==> src/rtl/hazard_ctrl.sv <==
// hazard_ctrl: pipeline hazard and stall controller for the five-stage RV32I core.
//
// Drives the stall (enable) and flush controls of the F/D, D/E, E/M and M/W
// pipeline registers, produces the E-stage forwarding selects, sequences
// multi-cycle data-memory waits with a timeout, and keeps saturating stall and
// flush performance counters. A pipeline register's enable is ~Stall*_o.
//
// Ports:
//   clk_i, rst_ni                 clock (rising edge), async active-low reset
//   Rs1D_i, Rs2D_i                Decode-stage source registers
//   Rs1E_i, Rs2E_i, RdE_i         Execute-stage sources and destination
//   LoadE_i                       Execute-stage instruction is a load
//   PCSrcE_i                      taken branch/jump resolved in E
//   RdM_i, RegWriteM_i            Memory-stage writeback info
//   RdW_i, RegWriteW_i            Writeback-stage writeback info
//   MemReqM_i, MemReadyM_i        M-stage data-memory request / completion
//   StallF_o..StallM_o            hold the corresponding pipeline register
//   FlushD_o, FlushE_o, FlushW_o  insert a bubble into D/E/W
//   ForwardAE_o, ForwardBE_o      00 regfile, 01 W result, 10 M ALU result
//   MemTimeout_o                  sticky: some access timed out
//   StallCycles_o, FlushCount_o   saturating performance counters
module hazard_ctrl #(
  parameter int unsigned REG_ADDR_WIDTH = 5,
  parameter int unsigned MEM_TIMEOUT    = 255,
  parameter int unsigned CNT_WIDTH      = 32
) (
  input  logic                      clk_i,
  input  logic                      rst_ni,
  input  logic [REG_ADDR_WIDTH-1:0] Rs1D_i,
  input  logic [REG_ADDR_WIDTH-1:0] Rs2D_i,
  input  logic [REG_ADDR_WIDTH-1:0] Rs1E_i,
  input  logic [REG_ADDR_WIDTH-1:0] Rs2E_i,
  input  logic [REG_ADDR_WIDTH-1:0] RdE_i,
  input  logic                      LoadE_i,
  input  logic                      PCSrcE_i,
  input  logic [REG_ADDR_WIDTH-1:0] RdM_i,
  input  logic                      RegWriteM_i,
  input  logic [REG_ADDR_WIDTH-1:0] RdW_i,
  input  logic                      RegWriteW_i,
  input  logic                      MemReqM_i,
  input  logic                      MemReadyM_i,
  output logic                      StallF_o,
  output logic                      StallD_o,
  output logic                      StallE_o,
  output logic                      StallM_o,
  output logic                      FlushD_o,
  output logic                      FlushE_o,
  output logic                      FlushW_o,
  output logic [1:0]                ForwardAE_o,
  output logic [1:0]                ForwardBE_o,
  output logic                      MemTimeout_o,
  output logic [CNT_WIDTH-1:0]      StallCycles_o,
  output logic [CNT_WIDTH-1:0]      FlushCount_o
);

  // The wait counter is a fixed 8 bits; MEM_TIMEOUT must fit in it.
  localparam logic [7:0] TimeoutVal = 8'(MEM_TIMEOUT);

  typedef enum logic [0:0] {StRun, StMemWait} state_e;

  state_e                state_q, state_d;
  logic [7:0]            wait_cnt_q, wait_cnt_d;
  logic                  timeout_q, timeout_d;
  logic [CNT_WIDTH-1:0]  stall_cnt_q, stall_cnt_d;
  logic [CNT_WIDTH-1:0]  flush_cnt_q, flush_cnt_d;

  logic mstall, lwstall, branch;
  logic stall_inc, flush_inc;

  // Hazard terms are qualified with rst_ni so every control drops as soon as
  // reset asserts, even while the inputs are still driven.
  always_comb begin
    mstall = 1'b0;
    unique case (state_q)
      StRun:     mstall = MemReqM_i && !MemReadyM_i;
      StMemWait: mstall = !MemReadyM_i && (wait_cnt_q != TimeoutVal);
      default:   mstall = 1'b0;
    endcase
    mstall  = mstall && rst_ni;
    lwstall = rst_ni && LoadE_i && (RdE_i != '0) && ((RdE_i == Rs1D_i) || (RdE_i == Rs2D_i));
    branch  = rst_ni && PCSrcE_i;
  end

  // Memory-wait FSM. MemReqM_i is not looked at in StMemWait: M is held, so
  // the request is still the same access.
  always_comb begin
    state_d    = state_q;
    wait_cnt_d = wait_cnt_q;
    timeout_d  = timeout_q;
    unique case (state_q)
      StRun: begin
        if (MemReqM_i && !MemReadyM_i) begin
          state_d    = StMemWait;
          wait_cnt_d = 8'd1;
        end
      end
      StMemWait: begin
        if (MemReadyM_i) begin
          state_d = StRun;
        end else if (wait_cnt_q == TimeoutVal) begin
          // Give up: the access is treated as complete and the flag latches.
          timeout_d = 1'b1;
          state_d   = StRun;
        end else begin
          wait_cnt_d = wait_cnt_q + 8'd1;
        end
      end
      default: state_d = StRun;
    endcase
  end

  // Stall / flush priority: memory stall, then redirect, then load-use.
  // Under a memory stall a pending redirect or load-use simply waits, since
  // the E stage is held and presents the same condition on release.
  always_comb begin
    StallF_o = 1'b0;
    StallD_o = 1'b0;
    StallE_o = 1'b0;
    StallM_o = 1'b0;
    FlushD_o = 1'b0;
    FlushE_o = 1'b0;
    FlushW_o = 1'b0;
    if (mstall) begin
      StallF_o = 1'b1;
      StallD_o = 1'b1;
      StallE_o = 1'b1;
      StallM_o = 1'b1;
      FlushW_o = 1'b1;
    end else if (branch) begin
      FlushD_o = 1'b1;
      FlushE_o = 1'b1;
    end else if (lwstall) begin
      StallF_o = 1'b1;
      StallD_o = 1'b1;
      FlushE_o = 1'b1;
    end
  end

  function automatic logic [1:0] fwd_sel(input logic [REG_ADDR_WIDTH-1:0] rs,
                                         input logic [REG_ADDR_WIDTH-1:0] rd_m,
                                         input logic                      we_m,
                                         input logic [REG_ADDR_WIDTH-1:0] rd_w,
                                         input logic                      we_w);
    if (we_m && (rd_m != '0) && (rd_m == rs)) begin
      return 2'b10;
    end else if (we_w && (rd_w != '0) && (rd_w == rs)) begin
      return 2'b01;
    end
    return 2'b00;
  endfunction

  always_comb begin
    ForwardAE_o = 2'b00;
    ForwardBE_o = 2'b00;
    if (rst_ni) begin
      ForwardAE_o = fwd_sel(Rs1E_i, RdM_i, RegWriteM_i, RdW_i, RegWriteW_i);
      ForwardBE_o = fwd_sel(Rs2E_i, RdM_i, RegWriteM_i, RdW_i, RegWriteW_i);
    end
  end

  // Performance counters, saturating at all-ones.
  always_comb begin
    stall_inc   = mstall || (lwstall && !branch);
    flush_inc   = branch && !mstall;
    stall_cnt_d = stall_cnt_q;
    flush_cnt_d = flush_cnt_q;
    if (stall_inc && (stall_cnt_q != '1)) begin
      stall_cnt_d = stall_cnt_q + 1'b1;
    end
    if (flush_inc && (flush_cnt_q != '1)) begin
      flush_cnt_d = flush_cnt_q + 1'b1;
    end
  end

  always_ff @(posedge clk_i or negedge rst_ni) begin
    if (!rst_ni) begin
      state_q     <= StRun;
      wait_cnt_q  <= 8'd0;
      timeout_q   <= 1'b0;
      stall_cnt_q <= '0;
      flush_cnt_q <= '0;
    end else begin
      state_q     <= state_d;
      wait_cnt_q  <= wait_cnt_d;
      timeout_q   <= timeout_d;
      stall_cnt_q <= stall_cnt_d;
      flush_cnt_q <= flush_cnt_d;
    end
  end

  assign MemTimeout_o  = timeout_q;
  assign StallCycles_o = stall_cnt_q;
  assign FlushCount_o  = flush_cnt_q;

endmodule
==> config.mk <==
export PLATFORM = sky130hd
export DESIGN_NAME = hazard_ctrl
export DESIGN_NICKNAME = d
export VERILOG_FILES = /design/src/rtl/hazard_ctrl.sv
export SDC_FILE = /design/constraint.sdc
export NUM_CORES = 1
export LEC_CHECK = 0
export ABC_CLOCK_PERIOD_IN_PS = 4700
export CAP_MARGIN = 10
export CORE_UTILIZATION = 51
export CTS_CLUSTER_DIAMETER = 200
export DETAILED_ROUTE_END_ITERATION = 7
export PLACE_DENSITY = 0.85
export RECOVER_POWER = 50
export SETUP_SLACK_MARGIN = 0.02
export SLEW_MARGIN = 20
export SYNTH_ARGS = -nofsm -noshare
export SYNTH_HDL_FRONTEND = slang
export SYNTH_SLANG_ARGS = --single-unit
export TNS_END_PERCENT = 20
==> constraint.sdc <==
create_clock -name clk_i -period 4.7 [get_ports clk_i]
set_input_delay 0.47 -clock clk_i [delete_from_list [all_inputs] [get_ports clk_i]]
set_output_delay 0.47 -clock clk_i [all_outputs]
set_load 0.01 [all_outputs]
; Yosys cells after proc, flatten, opt, wreduce, memory -nomap -nowiden
; Index checks and enable logic that the tools add are counted.
; Widths: inputs -> output; s select.
[word_totals]
output_inout_bits = 76
elab_cells = 81
reg_bits = 74
[op_classes]
mux = 31
bitwise = 2
eq_ne = 13
add_sub_neg = 3
n_reduce_logical = 27
[ops]
columns = op, count
row1 = $add 32x1->32 const B, 2
row2 = $ne 32x32->1 const B, 2
row3 = $eq 5x5->1, 6
row4 = $mux 8, 3
row5 = $logic_and 1x1->1, 17
row6 = $mux 1, 17
row7 = $mux 2, 8
row8 = $pmux 8 s2, 1
row9 = $reduce_bool 5->1, 3
row10 = $add 8x1->8 const B, 1
row11 = $eq 8x8->1 const B, 1
row12 = $ne 8x8->1 const B, 1
row13 = $ne 2x2->1 const B, 3
row14 = $reduce_and 3->1, 2
row15 = $pmux 1 s2, 2
row16 = $logic_not 1->1, 3
row17 = $logic_or 1x1->1, 2
row18 = $not 1->1, 2

; Depth between registers and ports, before layout
; Gate-level depths: netlist of the first run.
[logic_depth]
word_depth = 8
ltp_mapped = 9
mapped_depth_nobuf = 8

; Worst setup path after synthesis of the first run
; OpenSTA, ideal clock, no wires.
[synth_timing]
kind = reg2reg
startpoint = register stall_cnt_q[21] (netlist: StallCycles_o[21])
endpoint = register stall_cnt_q[1] (netlist: StallCycles_o[1])
arrival_time_ns = 2.229
path_stages_with_launch = 7
period_less_slack_ns = 2.357
path_buffers = 1
setup_ns = 0.128
path_slack_ns = 2.343
path_cell_list = dfrtp_1 > nand4_1 > nor4_1 > a211oi_1 > a21oi_2 > buf_6 > mux2_1
[synth_via]
elab_chain_cells = 2
[synth_lines]
columns = element, line_no
row1 = start: declaration, 64  ; logic [CNT_WIDTH-1:0] stall_cnt_q, stall_cnt_d;
row2 = start signal: assignment, 186  ; stall_cnt_q <= stall_cnt_d;
row3 = $ne 32x32->1, 167  ; if (stall_inc && (stall_cnt_q != '1)) begin
row4 = $logic_and 1x1->1, 167
; No other way between the ends.
; A chain may end at the register's enable or synchronous reset.

; Worst setup path in the final report of the first run
[layout_timing]
startpoint = input port RdM_i[1]
endpoint = output port ForwardAE_o[0]
[layout_via]
elab_chain_cells = 7
elab_cells_between_ends = 9
cone_classes = eq/ne (1) / mux (5) / reduce/logical (3)
[layout_lines]
columns = element, line_no
row1 = start: declaration, 36  ; input logic [REG_ADDR_WIDTH-1:0] RdM_i,
row2 = $reduce_bool 5->1, 144  ; if (we_m && (rd_m != '0) && (rd_m == rs)) begin
row3 = $logic_and 1x1->1, 144
row4 = $logic_and 1x1->1 (*), 144
row5 = $mux 1, 144
row6 = $mux 1, 155  ; if (rst_ni) begin
row7 = $mux 2 (*), 149  ; return 2'b00;
row8 = $mux 2 (*), 155
row9 = end: declaration, 49  ; output logic [1:0] ForwardAE_o,
; Every way passes the cells marked *; elsewhere a longest branch is shown, timed or not. The select of a mux whose other input is x is not followed.

==> results of run 1 <==
-- path summary, 6_finish.rpt --
path / from / endpoint / cells after the start
setup / recovery: RdM_i[1] / ForwardAE_o[0] / 6
hold / removal: rst_ni / FlushCount_o[20] / 1
setup reg to reg: StallCycles_o[21] / StallCycles_o[1] / 5
hold reg to reg: MemTimeout_o / MemTimeout_o / 1
max in group asynchronous: rst_ni / StallCycles_o[19] / 2
min in group clk_i: MemTimeout_o / MemTimeout_o / 1
-- cell usage after synthesis (5+ instances only) --
library cell,n
and3_1,13
nand4_1,16
xor2_1,54
or4_1,5
o21ai_0,5
nand3_1,27
nor4_1,14
nand2_1,36
nor3_1,21
inv_1,8
nor2_1,33
dfrtp_1,74
xnor2_1,43
-- cells in the final DEF, fill, tap and decap left out, drive strengths merged, types with 2 or more instances in the layout --
| cell type | count |
|---|---|
| or4 | 7 |
| nor4 | 15 |
| buf | 2 |
| nand2 | 36 |
| nand3 | 28 |
| a21oi | 4 |
| xor2 | 54 |
| and4 | 2 |
| clkinv | 2 |
| nor3 | 22 |
| dlygate4sd3 | 35 |
| nor2b | 3 |
| dfrtp | 74 |
| bufinv | 2 |
| a21o | 2 |
| nor2 | 33 |
| nand4 | 17 |
| and3 | 13 |
| nand2b | 3 |
| xnor2 | 43 |
| clkbuf | 10 |
| a211oi | 2 |
| and2 | 3 |
| ha | 3 |
| clkdlybuf4s50 | 82 |
| nor3b | 3 |
| inv | 9 |
| o21ai | 5 |
| or3 | 3 |
-- metal layers --
layer | share of wire [%] | GRT usage, % | vias up
li1 | - | - | 1656
met1 | 44 | 30.43 | 1664
met2 | 49 | 40.91 | 129
met3 | 6.6 | 5.724 | 13
met4 | 1.1 | 8.201 | 0
met5 | 0 | 0 | -
-- registers in the layout, summed over array words and instances, names as in the netlist --
register	cells
FlushCount_o	32
StallCycles_o	32
wait_cnt_q	8
MemTimeout_o	1
state_q	1
-- worst max-delay path: stages --
cell and delay [ns]:
clkdlybuf4s50_1 0.49, or4_1 0.53, o21ai_0 0.26, nor4_1 0.12
nor4_1 0.34, clkdlybuf4s50_1 0.60
-- final cells by class --
class | instances | area, um^2
Clock buffer | 10 | 127.6
Clock inverter | 6 | 90.09
Fill cell | 597 | 2202
Inverter | 8 | 30.03
Multi-Input combinational cell | 312 | 2072
Sequential cell | 74 | 1852
Tap cell | 102 | 127.6
Timing Repair Buffer | 119 | 1186
-- per-stage QoR --
step                hold WS (ns)  cell area, um^2  worst slack, ns
floorplan                 0.1744             4023            2.343
global placement          0.4375             5273            1.446
detailed placement        0.4476             5273            1.395
CTS                       0.1608             5490            1.416
global route              0.1856             5485            1.279
finish                    0.1564             5485            1.427
-- cell families after synthesis --
kind of cell / Yosys count
AND/OR/NAND/NOR: 189
XOR/XNOR: 97
flip-flops: 74
AO/OA/AOI/OAI: 22
buffers and inverters: 16
adder cells (fa/ha/maj): 3
multiplexers: 1
-- power by group --
| part | leakage, uW | total [uW] | internal [uW] | switching, uW |
|---|---|---|---|---|
| logic | 0.00136 | 359 | 200 | 159 |
| registers | 0.000974 | 796 | 704 | 92.3 |
| clock network | 0.000107 | 543 | 301 | 242 |
==> out/metrics.csv, run 1 <==
stage,metric,value,unit
synth,Synth Register Bits,74,
critical_path,CP endpoint kind,output pin,
cts,TritonCTS clock tree,done,
placement,Routability Congestion,0.8205,
cts,clk buf depth,2,
pwr,leakage power,0.002440,uW
cts,Worst-path clk slew,0.09,ns
synth,register area share after synthesis,46.03,%
synth,Yosys top cell by area,dfrtp_1,
pwr,Max VDD drop,0.2573,mV
drt,Iter 0 DRT Violations,139,
cts,Worst-Skew Late Latency,0.35,ns
synth,syn avg cell area,10.01,um^2
grt,largest net degree at the start of global routing,55,
synth,top post-synthesis cells by area,"dfrtp_1 46%, xor2_1 12%, xnor2_1 9.4%",
min_path,Hold/Removal Path Class,input pin to async pin,
critical_path,Setup CP Type,input pin to output pin,
synth,predominant post-synthesis flop cell,dfrtp_1,
grt,initial antenna violation count,0,
layout,final core utilization,71.35,%
cts,cts-stage hold buffer count,0,
synth,post-synth cell types,44,
floorplan,Die Height,90.81,um
cts,CTS Buf Count,9,
layout,ratio of cells with drive above 1 in the final layout,5.104,%
sta,Fmax achieved,305.5,MHz
drt,total routed wirelength,9509,um
floorplan,I/O pin count,119,
drt,DRT Pass-1 Iters,4,
critical_path,critical path arrival,2.80,ns
layout,synth-to-layout area growth,36.36,%
sta,Max Slew Vio Count,0,
synth,Post-Synth XOR/XNOR Area,21.12,%
sta,RSZ-0062 raised after global routing,false,
layout,Final nets,570,
floorplan,core footprint,7687,um^2
cts,clock root buffer,clkbuf_8,
drt,DRC Markers,0,
cts,CTS H-tree depth,3,
sta,Setup Skew,0.01128,ns
drt,Avg WL per Cell,15.07,um
sta,setup TNS,0,ns
critical_path,worst-path maximum fanout,3,
grt,All-Layer GR Usage,24.20,%
synth,cells after synthesis,402,
flow_run,max-cap violation count,0,
synth,multiplexer share of the synthesized area,0.2799,%
sta,Tightest Pin Transition,1.044,ns
critical_path,startpoint types,input pin,
pwr,total chip power,1698,uW
synth,top cell type's share of synthesized area,46.03,%
synth,asr flop ratio synth,100.0,%
synth,"EDFF count, synth",0,
layout,count of non-filler cells in the finished layout,631,
floorplan,die area,8246,um^2
sta,Tcrit/Tclk final,69.65,%
sta,Rel. slew slack,30.42,%
synth,Yosys warning total,0,
critical_path,Register-to-Register Setup Slack,1.66,ns
grt,vias in the first global route,3493,
floorplan,Chip Width,90.81,um
floorplan,Row Count,32,
sta,Final setup viols,0,
layout,antenna cells,0,
grt,first-pass GRT wire length,15990,um
synth,largest family of logic cells by synthesized area,simple AND/OR/NAND/NOR gates,
cts,clk sink count,74,
floorplan,Initial Util,52.33,%
placement,port bufs,118,
cts,Post-CTS Setup Inserts,0,
synth,post-synthesis simple-gate area fraction,24.85,%
pwr,power per cell area,309.6,nW/um^2
synth,Synth Area in Adders,0.9331,%
synth,"Net Count, Synth",448,
drt,Final ANT Viol Nets,0,
drt,vias per cell,5.487,
synth,"Cell Area, Synth",4023,um^2
sta,"Hold Violations, Final",0,
outcome,status,"complete, no violations",
synth,post-synthesis compound-gate area fraction,4.448,%
placement,placed cells,615,
drt,via count,3462,
critical_path,CP required,4.23,ns
placement,DP HPWL,7030,um
cts,post-CTS sizing,0,
sta,fin crit period,3.273,ns
grt,total gr overflow,0,
Power figures use the tool's default switching activity.
==> run 2, diff against run 1 <==
ABC_CLOCK_PERIOD_IN_PS = 2790   (was 4700)
CORE_UTILIZATION = 43   (was 51)
PLACE_DENSITY = 0.77   (was 0.85)
clock period = 2.79 ns   (was 4.7 ns; I/O delays follow)
==> out/metrics.csv, run 2 (same netlist as run 1, synthesis figures left out) <==
stage,metric,value,unit
drt,DRT Pass-1 Iters,4,
critical_path,startpoint types,register,
placement,Routability Congestion,0.8526,
layout,Fill cells,741,
critical_path,critical path arrival,2.40,ns
critical_path,RR Endpoint,FlushCount_o[21],
cts,Post-CTS Setup Inserts,0,
cts,clk sink count,74,
floorplan,die area,9746,um^2
sta,Max Slew Vio Count,35,
outcome,failing checks,"max-capacitance violations, max-slew violations",
pwr,power per cell area,505.1,nW/um^2
cts,Worst-Skew Late Latency,0.36,ns
layout,final core utilization,63.06,%
layout,"most common cell after layout, fill and taps aside",clkdlybuf4s50_1,
sta,setup TNS,0,ns
drt,Iter 0 DRT Violations,121,
sta,RSZ-0062 raised after global routing,true,
cts,TritonCTS clock tree,done,
pwr,leakage power,0.002457,uW
critical_path,worst-path cell chain,ha_1 > nand3_2 > o21a_1 > or3_4 > inv_2 > clkdlybuf4s50_1,
drt,DRC Markers,0,
floorplan,Initial Util,45.24,%
critical_path,Register-to-Register Setup Slack,0.34,ns
sta,fin crit period,2.681,ns
critical_path,CP required,2.51,ns
critical_path,Critical-path top delay cell,clkdlybuf4s50_1,
sta,Rel. slew slack,-18.67,%
layout,Final nets,583,
floorplan,core footprint,8891,um^2
sta,Tightest Pin Transition,1.780,ns
grt,first-pass GRT wire length,16490,um
placement,DP HPWL,7278,um
grt,All-Layer GR Usage,21.46,%
grt,total gr overflow,0,
critical_path,Worst R2R Path Depth,7,
critical_path,CP endpoint kind,output pin,
drt,Final ANT Viol Nets,0,
layout,antenna cells,0,
critical_path,highest cell delay on the worst timing path,0.54,ns
cts,clock root buffer,clkbuf_8,
cts,CTS Buf Count,9,
grt,initial antenna violation count,0,
floorplan,Chip Width,98.72,um
floorplan,I/O pin count,119,
drt,Avg WL per Cell,15.04,um
floorplan,Die Height,98.72,um
placement,port bufs,118,
pwr,Max VDD drop,0.5212,mV
critical_path,Setup CP Type,register to output pin,
cts,Worst-path clk slew,0.08,ns
floorplan,Row Count,34,
grt,vias in the first global route,3460,
layout,ratio of cells with drive above 1 in the final layout,8.118,%
cts,clk buf depth,2,
drt,vias per cell,5.352,
drt,total routed wirelength,9775,um
outcome,status,"finished, violations left",
cts,CTS H-tree depth,3,
layout,most frequent cells in the layout,"115 x clkdlybuf4s50_1, 74 x dfrtp_1, 54 x xor2_1, 43 x xnor2_1, 36 x nand2_1",
sta,Setup Skew,0.01361,ns
layout,synth-to-layout area growth,39.38,%
min_path,Hold/Removal Path Class,input pin to async pin,
sta,Final setup viols,0,
critical_path,worst r2r src,wait_cnt_q[0],
sta,Fmax achieved,373.0,MHz
grt,largest net degree at the start of global routing,35,
critical_path,worst-path maximum fanout,5,
sta,"Hold Violations, Final",0,
pwr,total chip power,2832,uW
sta,Tcrit/Tclk final,96.10,%
drt,via count,3479,
flow_run,max-cap violation count,1,
-- run 2: cell type report --
class                      instances  area, um^2  area share, %
timing repair buffer             132        1300          23.19
clock buffer                       9       123.9          2.209
multi-input combinational        312        2088          37.25
clock inverter                     7       77.57          1.384
inverter                           8       30.03         0.5356
sequential                        74        1852          33.03
tap                              108       135.1          2.410
-- run 2: where the power goes --
part	internal [uW]	leakage, uW	switching (uW)
Combinational	365	0.00138	273
Sequential	1190	0.000974	159
Clock	419	0.0000998	431
-- run 2: metrics by stage --
step                      instances  hold WS (ns)  setup slack (ns)  area (um^2)
after floorplan                 402      -0.01659            0.4330         4023
after global placement          633        0.1563           0.03414         5383
after detailed placement        633        0.1575          -0.02532         5383
after CTS                       650       0.06275           0.04080         5594
after global routing            650       0.08270         -0.007227         5607
final                           650       0.05000            0.1089         5607
-- run 2: timing repair --
| action | in CTS | in global routing |
|---|---|---|
| setup endpoints to repair | 2 | 6 |
| resized for setup | 1 | 6 |
| hold endpoints to repair | 10 | 0 |
| hold buffers | 1 | 0 |
| pin swaps | 0 | 1 |
-- run 2: worst max path at each step --
stage | startpoint | end
2_1_floorplan | StallCycles_o[21] | StallCycles_o[1]
3_3_place_gp | RdM_i[1] | ForwardAE_o[0]
3_5_place_dp | RdM_i[1] | ForwardBE_o[0]
4_1_cts | RdM_i[1] | ForwardBE_o[0]
5_1_grt | wait_cnt_q[0] | FlushD_o
6_report | wait_cnt_q[0] | FlushD_o
-- run 2: metal layers --
layer / track usage (%) / share of wire (%) / routed length [um]
met1: 29.34 / 46 / 4498
met2: 33.21 / 45 / 4421
met3: 4.823 / 6.8 / 660
met4: 8.726 / 2.0 / 194
met5: 0 / 0 / 0
-- run 2: critical path: cells and delay by family, from the launching register on --
| family | cells | cell delay, ns |
|---|---|---|
| buffers and inverters | 2 | 0.65 |
| AND/OR/NAND/NOR | 2 | 0.53 |
| adder cells (fa/ha/maj) | 1 | 0.22 |
| flip-flops | 1 | 0.40 |
| AO/OA/AOI/OAI | 1 | 0.25 |
==> run 3, diff against run 2 <==
ABC_AREA = 1   (was default)
CORE_UTILIZATION = 46   (was 43)
SETUP_SLACK_MARGIN = 0.15   (was 0.02)
==> out/metrics.csv, run 3 <==
stage,metric,value,unit
floorplan,Chip Width,108.5,um
grt,initial antenna violation count,0,
cts,TritonCTS clock tree,done,
layout,final core utilization,61.48,%
floorplan,die area,11780,um^2
synth,"Cell Area, Synth",5221,um^2
critical_path,Setup CP Type,register to output pin,
synth,most numerous cell in the Yosys netlist,nand2_1,
cts,clk buf depth,2,
sta,Setup Skew,0.006790,ns
cts,Worst-Skew Late Latency,0.34,ns
synth,asr flop ratio synth,100.0,%
drt,Iter 0 DRT Violations,237,
floorplan,core footprint,10940,um^2
min_path,Hold/Removal Path Class,input pin to async pin,
drt,via count,5136,
layout,Fill cells,1025,
drt,vias per cell,5.011,
critical_path,CP endpoint kind,output pin,
pwr,power per cell area,496.2,nW/um^2
critical_path,worst-path maximum fanout,11,
critical_path,CP Launch Point,wait_cnt_q[0],
synth,synth cell count leaders,"266 x nand2_1, 84 x inv_1, 82 x nor2_1",
cts,CTS Buf Count,9,
floorplan,I/O pin count,119,
sta,setup TNS,0,ns
drt,Avg WL per Cell,12.97,um
grt,largest net degree at the start of global routing,58,
synth,post-synth cell types,31,
synth,"EDFF count, synth",0,
grt,All-Layer GR Usage,23.68,%
synth,syn avg cell area,6.825,um^2
sta,Max Slew Vio Count,0,
sta,Tightest Pin Transition,1.402,ns
floorplan,Row Count,38,
synth,"Net Count, Synth",811,
synth,Synth Area in Adders,0.7189,%
cts,clock root buffer,clkbuf_16,
layout,"most common cell after layout, fill and taps aside",nand2_1,
critical_path,CP required,2.51,ns
synth,post-synthesis simple-gate area fraction,40.71,%
sta,RSZ-0062 raised after global routing,false,
outcome,status,"complete, no violations",
layout,most frequent cells in the layout,"266 x nand2_1, 85 x clkdlybuf4s50_1, 84 x inv_1, 83 x nor2_1, 74 x dfrtp_1",
drt,DRT Pass-1 Iters,6,
layout,antenna cells,0,
cts,clk sink count,74,
cts,Worst-path clk slew,0.06,ns
drt,Final ANT Viol Nets,0,
synth,Yosys warning total,0,
cts,Post-CTS Setup Inserts,0,
sta,Tcrit/Tclk final,90.83,%
placement,Routability Congestion,0.9433,
floorplan,Die Height,108.5,um
synth,predominant post-synthesis flop cell,dfrtp_1,
synth,top post-synthesis cells by area,"dfrtp_1 35%, nand2_1 19%, xor2_1 6.9%",
sta,Fmax achieved,394.6,MHz
layout,Final nets,927,
layout,synth-to-layout area growth,28.76,%
synth,Yosys top cell by area,dfrtp_1,
pwr,leakage power,0.003101,uW
synth,top cell type's share of synthesized area,35.47,%
critical_path,startpoint types,register,
placement,DP HPWL,10030,um
synth,register area share after synthesis,35.47,%
synth,post-synthesis compound-gate area fraction,3.618,%
drt,DRC Markers,0,
synth,cells after synthesis,765,
sta,Final setup viols,0,
placement,port bufs,118,
sta,Rel. slew slack,6.507,%
synth,largest family of logic cells by synthesized area,simple AND/OR/NAND/NOR gates,
synth,multiplexer share of the synthesized area,0.2157,%
drt,total routed wirelength,13300,um
synth,Synth Register Bits,74,
flow_run,max-cap violation count,0,
critical_path,worst r2r src,wait_cnt_q[0],
cts,CTS H-tree depth,3,
sta,Worst Hold Slack,0.3729,ns
synth,Post-Synth XOR/XNOR Area,9.897,%
layout,ratio of cells with drive above 1 in the final layout,5.424,%
sta,"Hold Violations, Final",0,
pwr,Max VDD drop,0.4516,mV
grt,total gr overflow,0,
sta,fin crit period,2.534,ns
floorplan,Initial Util,47.75,%
grt,vias in the first global route,4624,
critical_path,critical path arrival,2.26,ns
grt,first-pass GRT wire length,21850,um
[run 3: final timing paths]
path | cells after the start | slack [ns] | end
setup / recovery | 8 | 0.26 | FlushD_o
hold / removal | 2 | 0.37 | StallCycles_o[5]
setup reg to reg | 13 | 0.60 | StallCycles_o[10]
hold reg to reg | 1 | 0.48 | MemTimeout_o
max in group asynchronous | 3 | 0.77 | FlushCount_o[3]
min in group clk_i | 1 | 0.48 | MemTimeout_o
[run 3: kinds of logic (layout without fill, tap and decap cells)]
kind of cell               after synthesis  count (layout)
muxes                                    1               1
buffers and inverters                  108             228
AOI/OAI and AO/OA                       36              36
xor gates and xnor gates                59              59
DFF                                     74              74
and+or+nand+nor                        484             484
adders and majority gates                3               3
[run 3: through the flow]
step | cells | area, um^2 | total power [uW] | setup slack, ns
CTS | 1025 | 6725 | 3396 | 0.1798
finish | 1025 | 6723 | 3336 | 0.2558
detailed placement | 1009 | 6455 | 2330 | 0.4718
global placement | 1009 | 6455 | 2315 | 0.4997
floorplan | 765 | 5221 | 1872 | 0.8907
global route | 1025 | 6723 | 3523 | 0.08348
[run 3: critical path: stages, from the launching register on]
cell	delay, ns
dfrtp_1	0.37
ha_1	0.22
nand3_2	0.09
nor2_1	0.17
nand2_2	0.10
nand3_4	0.11
nand2_4	0.12
nor2_4	0.16
clkdlybuf4s50_1	0.57
[run 3: cell type report]
type	count	area (um^2)	area share [%]
sequential	74	1852	27.55
multi-input combinational	583	2878	42.81
inverter	91	346.6	5.155
clock inverter	6	35.03	0.5211
timing repair buffer	122	1211	18.02
clock buffer	9	225.2	3.350
tap	140	175.2	2.606
[run 3: metal layers]
metal	routed length (um)	vias up	global-route usage, %
met4	397	0	9.170
met3	893	36	5.003
met5	0	-	0
met1	6042	2291	31.51
met2	5964	178	37.57
li1	-	2631	-
[run 3: power by group]
group / total (uW) / internal (uW) / switching, uW
Clock: 1050 / 590 / 462
Sequential: 1390 / 1210 / 180
Combinational: 889 / 427 / 463
Total: 3340 / 2230 / 1100
[run 3: timing repair]
| action | 4_1_cts | 5_1_grt |
|---|---|---|
| endpoints found under the hold margin | 17 | 0 |
| hold buffers | 1 | 0 |
| resized for setup | 0 | 2 |
| setup endpoints to repair | 0 | 2 |
